==> config.mk <==
export PLATFORM = sky130hd
export DESIGN_NAME = serial_add_ctrl_flat
export DESIGN_NICKNAME = d
export VERILOG_FILES = /design/src/rtl/serial_add_ctrl_if.sv /design/src/rtl/serial_add_ctrl.sv /design/src/flat_wrapper.sv
export SDC_FILE = /design/constraint.sdc
export NUM_CORES = 1
export LEC_CHECK = 0
export ABC_AREA = 1
export CELL_PAD_IN_SITES_DETAIL_PLACEMENT = 1
export CELL_PAD_IN_SITES_GLOBAL_PLACEMENT = 1
export CORE_UTILIZATION = 35
export CTS_CLUSTER_SIZE = 24
export DETAILED_ROUTE_END_ITERATION = 16
export GPL_ROUTABILITY_DRIVEN = 1
export MAX_ROUTING_LAYER = met4
export PLACE_DENSITY = 0.86
export REMOVE_ABC_BUFFERS = 1
export SLEW_MARGIN = 20
export SYNTH_ARGS = -nofsm -noshare
export SYNTH_HDL_FRONTEND = slang
export SYNTH_SLANG_ARGS = --single-unit
==> constraint.sdc <==
create_clock -name clk -period 2 [get_ports clk]
set_clock_uncertainty 0.15 [all_clocks]
set_input_delay 0.3 -clock clk [delete_from_list [all_inputs] [get_ports clk]]
set_output_delay 0.3 -clock clk [all_outputs]
set_load 0.03 [all_outputs]
==> src/rtl/serial_add_ctrl_if.sv <==
// Request/result bundle between a controller and the bit-serial adder.
interface serial_add_ctrl_if #(
    parameter int WIDTH = 8
);
    logic             start;
    logic             sub;
    logic [WIDTH-1:0] a_in;
    logic [WIDTH-1:0] b_in;
    logic             busy;
    logic             done;
    logic [WIDTH-1:0] sum;
    logic             cout;

    modport master (
        output start, sub, a_in, b_in,
        input  busy, done, sum, cout
    );

    modport slave (
        input  start, sub, a_in, b_in,
        output busy, done, sum, cout
    );
endinterface

==> src/rtl/serial_add_ctrl.sv <==
// Bit-serial add/subtract sequencer: one full-adder cell (two half
// adders plus an OR) stepped once per clock from LSB to MSB.
module halfadder (
    input  logic a,
    input  logic b,
    output logic c,
    output logic d
);
    assign c = a ^ b;
    assign d = a & b;
endmodule

module serial_add_ctrl #(
    parameter int WIDTH = 8
) (
    input  logic              clk,
    input  logic              rst,
    serial_add_ctrl_if.slave  bus
);
    localparam int CW = $clog2(WIDTH);
    localparam logic [CW-1:0] LAST = CW'(WIDTH - 1);

    typedef enum logic [1:0] {
        S_IDLE,
        S_RUN,
        S_DONE
    } state_e;

    state_e           state_q, state_d;
    logic [WIDTH-1:0] a_q, a_d;
    logic [WIDTH-1:0] b_q, b_d;
    logic [WIDTH-1:0] sum_q, sum_d;
    logic [CW-1:0]    cnt_q, cnt_d;
    logic             carry_q, carry_d;
    logic             cout_q, cout_d;

    logic ha0_s, ha0_c, ha1_c;
    logic cell_sum, cell_carry;

    halfadder u_ha0 (
        .a(a_q[0]),
        .b(b_q[0]),
        .c(ha0_s),
        .d(ha0_c)
    );

    halfadder u_ha1 (
        .a(ha0_s),
        .b(carry_q),
        .c(cell_sum),
        .d(ha1_c)
    );

    assign cell_carry = ha0_c | ha1_c;

    always_comb begin
        state_d = state_q;
        a_d     = a_q;
        b_d     = b_q;
        sum_d   = sum_q;
        cnt_d   = cnt_q;
        carry_d = carry_q;
        cout_d  = cout_q;
        unique case (state_q)
            S_IDLE: begin
                if (bus.start) begin
                    a_d     = bus.a_in;
                    // Subtract as a + ~b + 1: the +1 enters as carry-in
                    b_d     = bus.sub ? ~bus.b_in : bus.b_in;
                    carry_d = bus.sub;
                    cnt_d   = '0;
                    state_d = S_RUN;
                end
            end
            S_RUN: begin
                a_d     = a_q >> 1;
                b_d     = b_q >> 1;
                sum_d   = {cell_sum, sum_q[WIDTH-1:1]};
                carry_d = cell_carry;
                cnt_d   = cnt_q + CW'(1);
                if (cnt_q == LAST) begin
                    cout_d  = cell_carry;
                    state_d = S_DONE;
                end
            end
            S_DONE: begin
                state_d = S_IDLE;
            end
            default: begin
                state_d = S_IDLE;
            end
        endcase
    end

    always_ff @(posedge clk) begin
        if (rst) begin
            state_q <= S_IDLE;
            a_q     <= '0;
            b_q     <= '0;
            sum_q   <= '0;
            cnt_q   <= '0;
            carry_q <= 1'b0;
            cout_q  <= 1'b0;
        end else begin
            state_q <= state_d;
            a_q     <= a_d;
            b_q     <= b_d;
            sum_q   <= sum_d;
            cnt_q   <= cnt_d;
            carry_q <= carry_d;
            cout_q  <= cout_d;
        end
    end

    assign bus.busy = (state_q == S_RUN);
    assign bus.done = (state_q == S_DONE);
    assign bus.sum  = sum_q;
    assign bus.cout = cout_q;
endmodule

==> src/flat_wrapper.sv <==
// flat-port wrapper written by rule: the top's interface ports become plain ports
module serial_add_ctrl_flat 
#(
    parameter int WIDTH = 8
)
  (clk, rst, bus_start, bus_sub, bus_a_in, bus_b_in, bus_busy, bus_done, bus_sum, bus_cout);
  serial_add_ctrl_if #(.WIDTH(WIDTH)) bus_i ();
  input  logic clk;
  input  logic rst;
  input wire logic [$bits(bus_i.start)-1:0] bus_start;
  input wire logic [$bits(bus_i.sub)-1:0] bus_sub;
  input wire logic [$bits(bus_i.a_in)-1:0] bus_a_in;
  input wire logic [$bits(bus_i.b_in)-1:0] bus_b_in;
  output wire logic [$bits(bus_i.busy)-1:0] bus_busy;
  output wire logic [$bits(bus_i.done)-1:0] bus_done;
  output wire logic [$bits(bus_i.sum)-1:0] bus_sum;
  output wire logic [$bits(bus_i.cout)-1:0] bus_cout;
  assign bus_i.start = bus_start;
  assign bus_i.sub = bus_sub;
  assign bus_i.a_in = bus_a_in;
  assign bus_i.b_in = bus_b_in;
  assign bus_busy = bus_i.busy;
  assign bus_done = bus_i.done;
  assign bus_sum = bus_i.sum;
  assign bus_cout = bus_i.cout;
  serial_add_ctrl #(.WIDTH(WIDTH)) u_core (.clk(clk), .rst(rst), .bus(bus_i));
endmodule
Word level (Yosys, flattened, before mapping):

Index checks and enable logic that the tools add are counted.

* register bits after elaboration: 31
* bits in latches: 0
* bits in writable memories: 0
* memory bits (read-only): 0
* input bits: 20
* output and inout bits: 11
* word-level logic and storage cells: 36
* memories kept: 0

* add/subtract/negate cells: 1
* $mul: 0
* div/mod/pow operators: 0
* order comparisons: 0
* equality and inequality tests: 5
* shift-type cells: 0
* muxes and demuxes: 12
* bitwise operators: 6
* reduce and logical (&&, ||, !) cells: 5

Operators with widths (count)
* 8-bit one-hot mux with 2 select lines: 2
* 8-bit 2-to-1 mux: 3
* 8-bit NOT: 1
* 3-bit one-hot mux with 2 select lines: 1
* 2-bit AND reduction: 3
* 2-bit 2-to-1 mux: 2
* 2-bit one-hot mux with 2 select lines: 1
* 3-bit by 1-bit adder with 3-bit output, second input constant: 1
* 3-bit == test, second input constant: 1
* 3-bit 2-to-1 mux: 1
* 1-bit bitwise AND: 2
* 2-bit by 1-bit == test with 1-bit output, second input constant: 1
* 2-bit == test, second input constant: 1
* 2-bit logical NOT: 1
* 2-bit by 1-bit != test with 1-bit output, second input constant: 1
* 2-bit != test, second input constant: 1
* 1-bit one-hot mux with 2 select lines: 1
* 2-bit nonzero test: 1
* 1-bit bitwise XOR: 2
* 1-bit 2-to-1 mux: 1
* 1-bit OR: 1

Logic depth before layout (Yosys ltp):

Gate-level depths: netlist (run 1).

* depth in word-level cells: 4
* gate-level depth with buffers: 8
* gate-level depth less buffers: 7

Cells and area by module:

From an unflattened synthesis (run 1), not the netlist that was laid out.

* cells, all modules: 228
* area, all modules: 1492.7 µm²

Modules (own cells, without submodules)
* serial_add_ctrl: times used 1, cells an instance 226, area an instance 1467.7 µm², sequential area each 620.6 µm²
* halfadder: times used 2, cells an instance 1, area an instance 12.5 µm², sequential area each 0.0 µm²

Least setup slack after synthesis (run 1):

No wires, ideal clock.

* path type: register to output
* start point: register u_core.state_q[1]
* end point: output bus_done
* arrival time: 0.872 ns
* data required time: 1.550 ns
* setup slack: 0.678 ns
* cell stages (with the launch flop): 3
* cells stage by stage: dfxtp_1 inv_2 nor2_1

* longest elaborated chain between the ends: 1

Ends and longest elaborated chain
* start: declaration: RTL line serial_add_ctrl.sv:29 `state_e state_q, state_d;`
* start signal: assignment: RTL line serial_add_ctrl.sv:105 `state_q <= state_d;`
* 2-bit == test: RTL line serial_add_ctrl.sv:116 `assign bus.done = (state_q == S_DONE);`
* end: declaration: RTL line flat_wrapper.sv:15 `output wire logic [$bits(bus_i.done)-1:0] bus_done;`

Every way passes these cells.

Final worst setup path (run 1):

* start point: register u_core.state_q[0]
* end point: output bus_busy

* longest elaborated chain between the ends: 1

Ends and longest elaborated chain
* 2-bit by 1-bit == test with 1-bit output: RTL line serial_add_ctrl.sv:115 `assign bus.busy = (state_q == S_RUN);`
* end: declaration: RTL line flat_wrapper.sv:14 `output wire logic [$bits(bus_i.busy)-1:0] bus_busy;`

Every way passes these cells.

==> results of run 1 <==
cell usage in the layout (no fill, tap or decap):
cell type / netlist / final
clkbuf_8: 0 / 6
nor2_4: 1 / 1
buf_4: 3 / 6
inv_6: 0 / 1
nand2_4: 1 / 1
nand2_2: 4 / 4
and3_1: 1 / 1
inv_1: 21 / 21
nand2_1: 58 / 58
a21oi_1: 5 / 5
xor2_1: 1 / 1
nor2_1: 52 / 52
inv_2: 1 / 1
dlygate4sd2_1: 0 / 1
fa_1: 1 / 1
clkdlybuf4s50_1: 0 / 28
ha_1: 2 / 2
dfxtp_1: 31 / 31
nand3_1: 26 / 26
clkinv_2: 0 / 1
o21ai_0: 10 / 10
synth_stat cells:
cell,number
and3_1,1
buf_2,3
a21oi_1,5
nor2_1,52
inv_2,1
ha_1,2
nand3_1,26
fa_1,1
dfxtp_1,31
inv_4,1
nand2_1,58
clkbuf_1,2
xor2_1,1
nor2_4,1
nand2_2,4
inv_1,21
o21ai_0,10
buf_6,1
buf_8,1
buf_4,3
nand2_4,1
area by class of cell:
| type | instances | area, µm² |
|---|---|---|
| sequential | 31 | 620.6 |
| clock inverter | 1 | 5.005 |
| tap | 50 | 62.56 |
| multi-input combinational | 162 | 725.7 |
| timing repair buffer | 35 | 334.1 |
| fill | 531 | 2136 |
| clock buffer | 6 | 82.58 |
| inverter | 23 | 91.34 |
logic make-up after synthesis:
family,synth area share (%)
xor+xnor,0.5815
simple gates,39.62
buf+inv,10.63
fa+ha+maj,2.990
flops,41.20
compound gates,4.983
routing by layer:
| layer | global-route usage (%) | share of wire (%) | up-vias |
|---|---|---|---|
| met3 | 4.730 | 3.0 | 9 |
| met4 | 9.309 | 1.7 | 0 |
| met2 | 32.18 | 49 | 23 |
| met1 | 21.55 | 46 | 680 |
| li1 | - | - | 756 |
| met5 | - | 0 | - |
power breakdown:
group,switching (mW),internal [mW]
Sequential,0.0260,0.655
Combinational,0.145,0.110
Clock,0.232,0.269
final timing paths:
path | endpoint | depth (start not counted) | from | slack (ns)
worst max-delay path | bus_busy | 3 | u_core.state_q[0] | 0.12
worst min-delay path | u_core.bus.sum[0] | 2 | u_core.bus.sum[0] | 0.33
worst max register to register | u_core.a_q[2] | 5 | u_core.state_q[0] | 0.43
worst min register to register | u_core.bus.sum[0] | 2 | u_core.bus.sum[0] | 0.33
stage by stage:
step | setup slack (ns) | power [mW]
4_1_cts | 0.04725 | 1.454
2_1_floorplan | 0.6783 | 0.8304
3_5_place_dp | 0.2733 | 0.9522
3_3_place_gp | 0.3335 | 0.9420
5_1_grt | 0.05039 | 1.507
6_report | 0.1222 | 1.438
state kept, by name, summed over array words and instances, names as in the netlist:
signal           count
u_core.a_q           8
u_core.b_q           8
u_core.bus.cout      1
u_core.bus.sum       8
u_core.carry_q       1
u_core.cnt_q         3
u_core.state_q       2
worst reg2reg max path, stage by stage (launching register included):
cell and delay, ns:
dfxtp_1 0.49, nand2_4 0.23, nand2_1 0.32, nor2_1 0.10, nor2_1 0.12, nor2_1 0.04
==> impl_metrics.env, run 1 <==
export IMPL_drt_pass1_iterations=4
export IMPL_cts_tree="built"
export IMPL_final_area_um2=1922
export IMPL_grt_max_degree=24
export IMPL_start_util_pct=37.13
export IMPL_cts_buffers=5
export IMPL_placed_cell_area_um2=1833
export IMPL_grt_overflow_total=0
export IMPL_outcome="completed"
export IMPL_core_area_um2=4058
export IMPL_cpPeakStageDelay_ns=0.49
export IMPL_syn_avg_cell_area_um2=6.666
export IMPL_die_y_um=67.61
export IMPL_synth_area_um2=1506
export IMPL_final_hold_viol_count=0
export IMPL_synthTopCellsByArea="dfxtp_1, nand2_1, nor2_1"
export IMPL_yosys_area_top_type="dfxtp_1"
export IMPL_path_buf_inv=2
export IMPL_fin_cells=308
export IMPL_critical_path_cell_chain="nand2_4 -> inv_6 -> buf_4"
export IMPL_placedCellCount=301
export IMPL_synth_cell_types=21
export IMPL_yosysTopAreaCellShare_pct=41.20
export IMPL_crit_required_ns=1.55
export IMPL_ant_nets=0
export IMPL_num_rows=23
export IMPL_insertedDiodeCount=0
export IMPL_antenna_found_initial=0
export IMPL_path_clk_slew_ns=0.06
export IMPL_drt_iter0_drc=48
export IMPL_ctsResizeCount=1
export IMPL_fmax_ghz=0.5325
export IMPL_powerDensity_nw_per_um2=748.5
export IMPL_layout_nets=281
export IMPL_wl_per_cell_um=12.09
export IMPL_crit_path_top_delay_cell="dfxtp_1"
export IMPL_synth_cells=226
export IMPL_hold_path_class="flip-flop to flip-flop"
export IMPL_gp_congestion=0.7559
export IMPL_postCtsSetupBuffers=0
export IMPL_crit_family="flip-flops"
export IMPL_ys_warn_count=0
export IMPL_area_delta_synth_final_pct=27.57
export IMPL_grt_usage_pct=19.38
export IMPL_grt_pass1_wl_mm=6.223
export IMPL_rsz0062_at_grt="no"
export IMPL_irDropWorstVdd_mv=0.3557
export IMPL_drv_cap=0
export IMPL_yosys_register_bits=31
export IMPL_vias=1468
export IMPL_grt_pass1_vias=1423
export IMPL_timing_hold_ws_ns=0.3335
export IMPL_drt_wl_total_mm=3.724
export IMPL_crit_path_start_kind="flip-flop"
export IMPL_io_pins=31
export IMPL_setup_tns_final_ns=0
export IMPL_setup_viol=0
export IMPL_worstMarginPinSlew_ns=0.4389
export IMPL_viasPerCell=4.766
export IMPL_ys_seq_area_share_pct=41.20
export IMPL_min_period_over_period_pct=93.89
export IMPL_htreeDepth=2
export IMPL_die_area_um2=4570
export IMPL_min_period_ns=1.878
export IMPL_slew_headroom_pct=70.71
export IMPL_final_util_pct=47.36
export IMPL_cellLeakagePower_nw=0.9238
export IMPL_root_buffer="clkbuf_8"
export IMPL_clockBufferDepth=2
export IMPL_die_w_um=67.61
export IMPL_cts_sinks=31
export IMPL_critPathMaxFanout=23
export IMPL_drc=0
export IMPL_critical_path_arrival_ns=1.43
export IMPL_drive_gt1_share_pct=8.140
export IMPL_port_buffers=30
export IMPL_end_kind="primary output"
export IMPL_dp_hpwl_mm=2.652
export IMPL_postCtsHoldBufs=0
export IMPL_clk_latency_ns=0.29
export IMPL_finalMaxSlewViolations=0
export IMPL_crit_type="flip-flop to primary output"
Power figures use the tool's default switching activity.
==> run 2: changes to the inputs <==
- REMOVE_ABC_BUFFERS: 1 -> default
==> run 2 against run 1 <==
  * Worst hold slack got worse by 0.0038 ns
  * Highest routed layer unchanged
  * Fmax increased by 4.2%
  * Non-clock buffer count grew 3
  * Combinational power increased by 3%
  * Sequential cell count is the same
  * Critical path type unchanged
  * Clock power fell by 6.6%
  * Via count is 0.82% higher
==> impl_metrics.env, run 2 (synthesis gave the netlist of run 1 again) <==
export IMPL_outcome="completed"
export IMPL_vias=1480
export IMPL_crit_required_ns=1.55
export IMPL_cpPeakStageDelay_ns=0.49
export IMPL_cp_startpoint="u_core.state_q[0]"
export IMPL_insertedDiodeCount=0
export IMPL_min_period_over_period_pct=90.09
export IMPL_hold_path_class="flip-flop to flip-flop"
export IMPL_htreeDepth=2
export IMPL_crit_path_top_delay_cell="dfxtp_1"
export IMPL_cts_sinks=31
export IMPL_path_buf_inv=2
export IMPL_area_delta_synth_final_pct=28.65
export IMPL_p_int_mw=1.008
export IMPL_grt_pass1_vias=1407
export IMPL_fill_cells=538
export IMPL_viasPerCell=4.744
export IMPL_die_w_um=67.61
export IMPL_min_from="u_core.cnt_q[0]"
export IMPL_end_kind="primary output"
export IMPL_grt_max_degree=18
export IMPL_placedCellCount=304
export IMPL_io_pins=31
export IMPL_critical_path_arrival_ns=1.35
export IMPL_min_period_ns=1.802
export IMPL_layout_nets=284
export IMPL_use_met1_pct=22.96
export IMPL_p_seq_share_pct=48.2
export IMPL_dp_hpwl_mm=2.845
export IMPL_gp_congestion=0.7347
export IMPL_setup_viol=0
export IMPL_setup_tns_final_ns=0
export IMPL_power_switching_mw=0.4039
export IMPL_seq_area_um2=620.6
export IMPL_clockBufferDepth=2
export IMPL_setup_slack_ns=0.1982
export IMPL_cts_buffers=5
export IMPL_critical_path_cell_chain="nand2_4 -> inv_4 -> buf_4"
export IMPL_powerDensity_nw_per_um2=728.6
export IMPL_reg2reg_depth=7
export IMPL_drc=0
export IMPL_swShare_pct=28.60
export IMPL_fin_cells=312
export IMPL_cts_tree="built"
export IMPL_grt_usage_pct=19.63
export IMPL_drive_gt1_share_pct=9.542
export IMPL_crit_type="flip-flop to primary output"
export IMPL_finalMaxSlewViolations=0
export IMPL_path_clk_slew_ns=0.06
export IMPL_layout_common_cells="nand2_1, nor2_1, dfxtp_1, clkdlybuf4s50_1, nand3_1"
export IMPL_irDropWorstVdd_mv=0.4195
export IMPL_dpl_worst_slack_ns=0.3065
export IMPL_crit_family="flip-flops"
export IMPL_drt_wl_total_mm=3.782
export IMPL_met3_usage_pct=5.574
export IMPL_r2r_start="u_core.state_q[0]"
export IMPL_clk_latency_ns=0.28
export IMPL_drt_pass1_iterations=4
export IMPL_wl_per_cell_um=12.12
export IMPL_layout_commonest_cell="nand2_1"
export IMPL_whs_path_depth=1
export IMPL_port_buffers=30
export IMPL_core_area_um2=4058
export IMPL_clock_power_share_pct=33.1
export IMPL_ant_nets=0
export IMPL_use_met2_pct=31.68
export IMPL_antenna_found_initial=0
export IMPL_grt_pass1_wl_mm=6.327
export IMPL_die_y_um=67.61
export IMPL_busiest_layer="met2"
export IMPL_pwr_share_comb_pct=18.6
export IMPL_root_buffer="clkbuf_8"
export IMPL_cp_depth=3
export IMPL_start_util_pct=37.13
export IMPL_rsz0062_at_grt="no"
export IMPL_final_hold_viol_count=0
export IMPL_drt_iter0_drc=70
export IMPL_worstMarginPinSlew_ns=0.4459
export IMPL_fmax_ghz=0.5550
export IMPL_crit_path_start_kind="flip-flop"
export IMPL_multi_input_area_um2=725.7
export IMPL_slew_headroom_pct=70.24
export IMPL_drv_cap=0
export IMPL_synthesis_nets=249
export IMPL_cellLeakagePower_nw=0.9394
export IMPL_die_area_um2=4570
export IMPL_postCtsSetupBuffers=0
export IMPL_num_rows=23
export IMPL_critPathMaxFanout=17
export IMPL_grt_overflow_total=0
==> run 2: worst reg2reg max path: stages, from the launching register on <==
cell,delay [ns]
dfxtp_1,0.49
nand2_4,0.17
inv_4,0.21
buf_4,0.18
nand2_1,0.07
nand3_1,0.09
nand2_1,0.06
inv_1,0.06
==> run 2: timing repair <==
item / 4_1_cts / 5_1_grt
gates resized for setup: 1 / 0
endpoints found under the setup margin: 1 / 0
hold buffers: 0 / 0
==> run 2: worst paths after layout <==
kind	to	slack, ns
max	bus_busy	0.20
min	u_core.cnt_q[0]	0.33
max reg2reg	u_core.a_q[4]	0.46
min reg2reg	u_core.cnt_q[0]	0.33
==> run 2: per-stage QoR <==
stage | hold slack [ns] | total power [mW] | instance area [µm²] | utilization (%)
after floorplan | 0.2787 | 0.8534 | 1506 | -
after global placement | 0.2974 | 0.9494 | 1856 | 45.73
after detailed placement | 0.3132 | 0.9606 | 1856 | 45.73
after CTS | 0.3263 | 1.437 | 1938 | 47.76
after global routing | 0.3450 | 1.494 | 1938 | 47.76
final | 0.3297 | 1.412 | 1938 | 47.76
==> run 2: final cells by class <==
class / count / area share [%]
Clock buffer: 5 / 3.551
Clock inverter: 3 / 0.7747
Inverter: 23 / 4.584
Multi-Input combinational cell: 162 / 37.44
Sequential cell: 31 / 32.02
Tap cell: 50 / 3.228
Timing Repair Buffer: 38 / 18.40
==> run 2: power by group through the flow <==
stage | logic [mW] | registers [mW] | clock network, mW
CTS | 0.267 | 0.681 | 0.489
finish | 0.263 | 0.681 | 0.468
global placement | 0.257 | 0.693 | 0
floorplan | 0.140 | 0.713 | 0
global route | 0.293 | 0.685 | 0.516
detailed placement | 0.266 | 0.695 | 0
==> run 2: routing by layer <==
layer	up-vias	share of wire, %	wire, µm
met5	-	0	0
li1	766	-	-
met1	681	45	1720
met3	5	3.5	131
met2	28	50	1876
met4	0	1.4	53
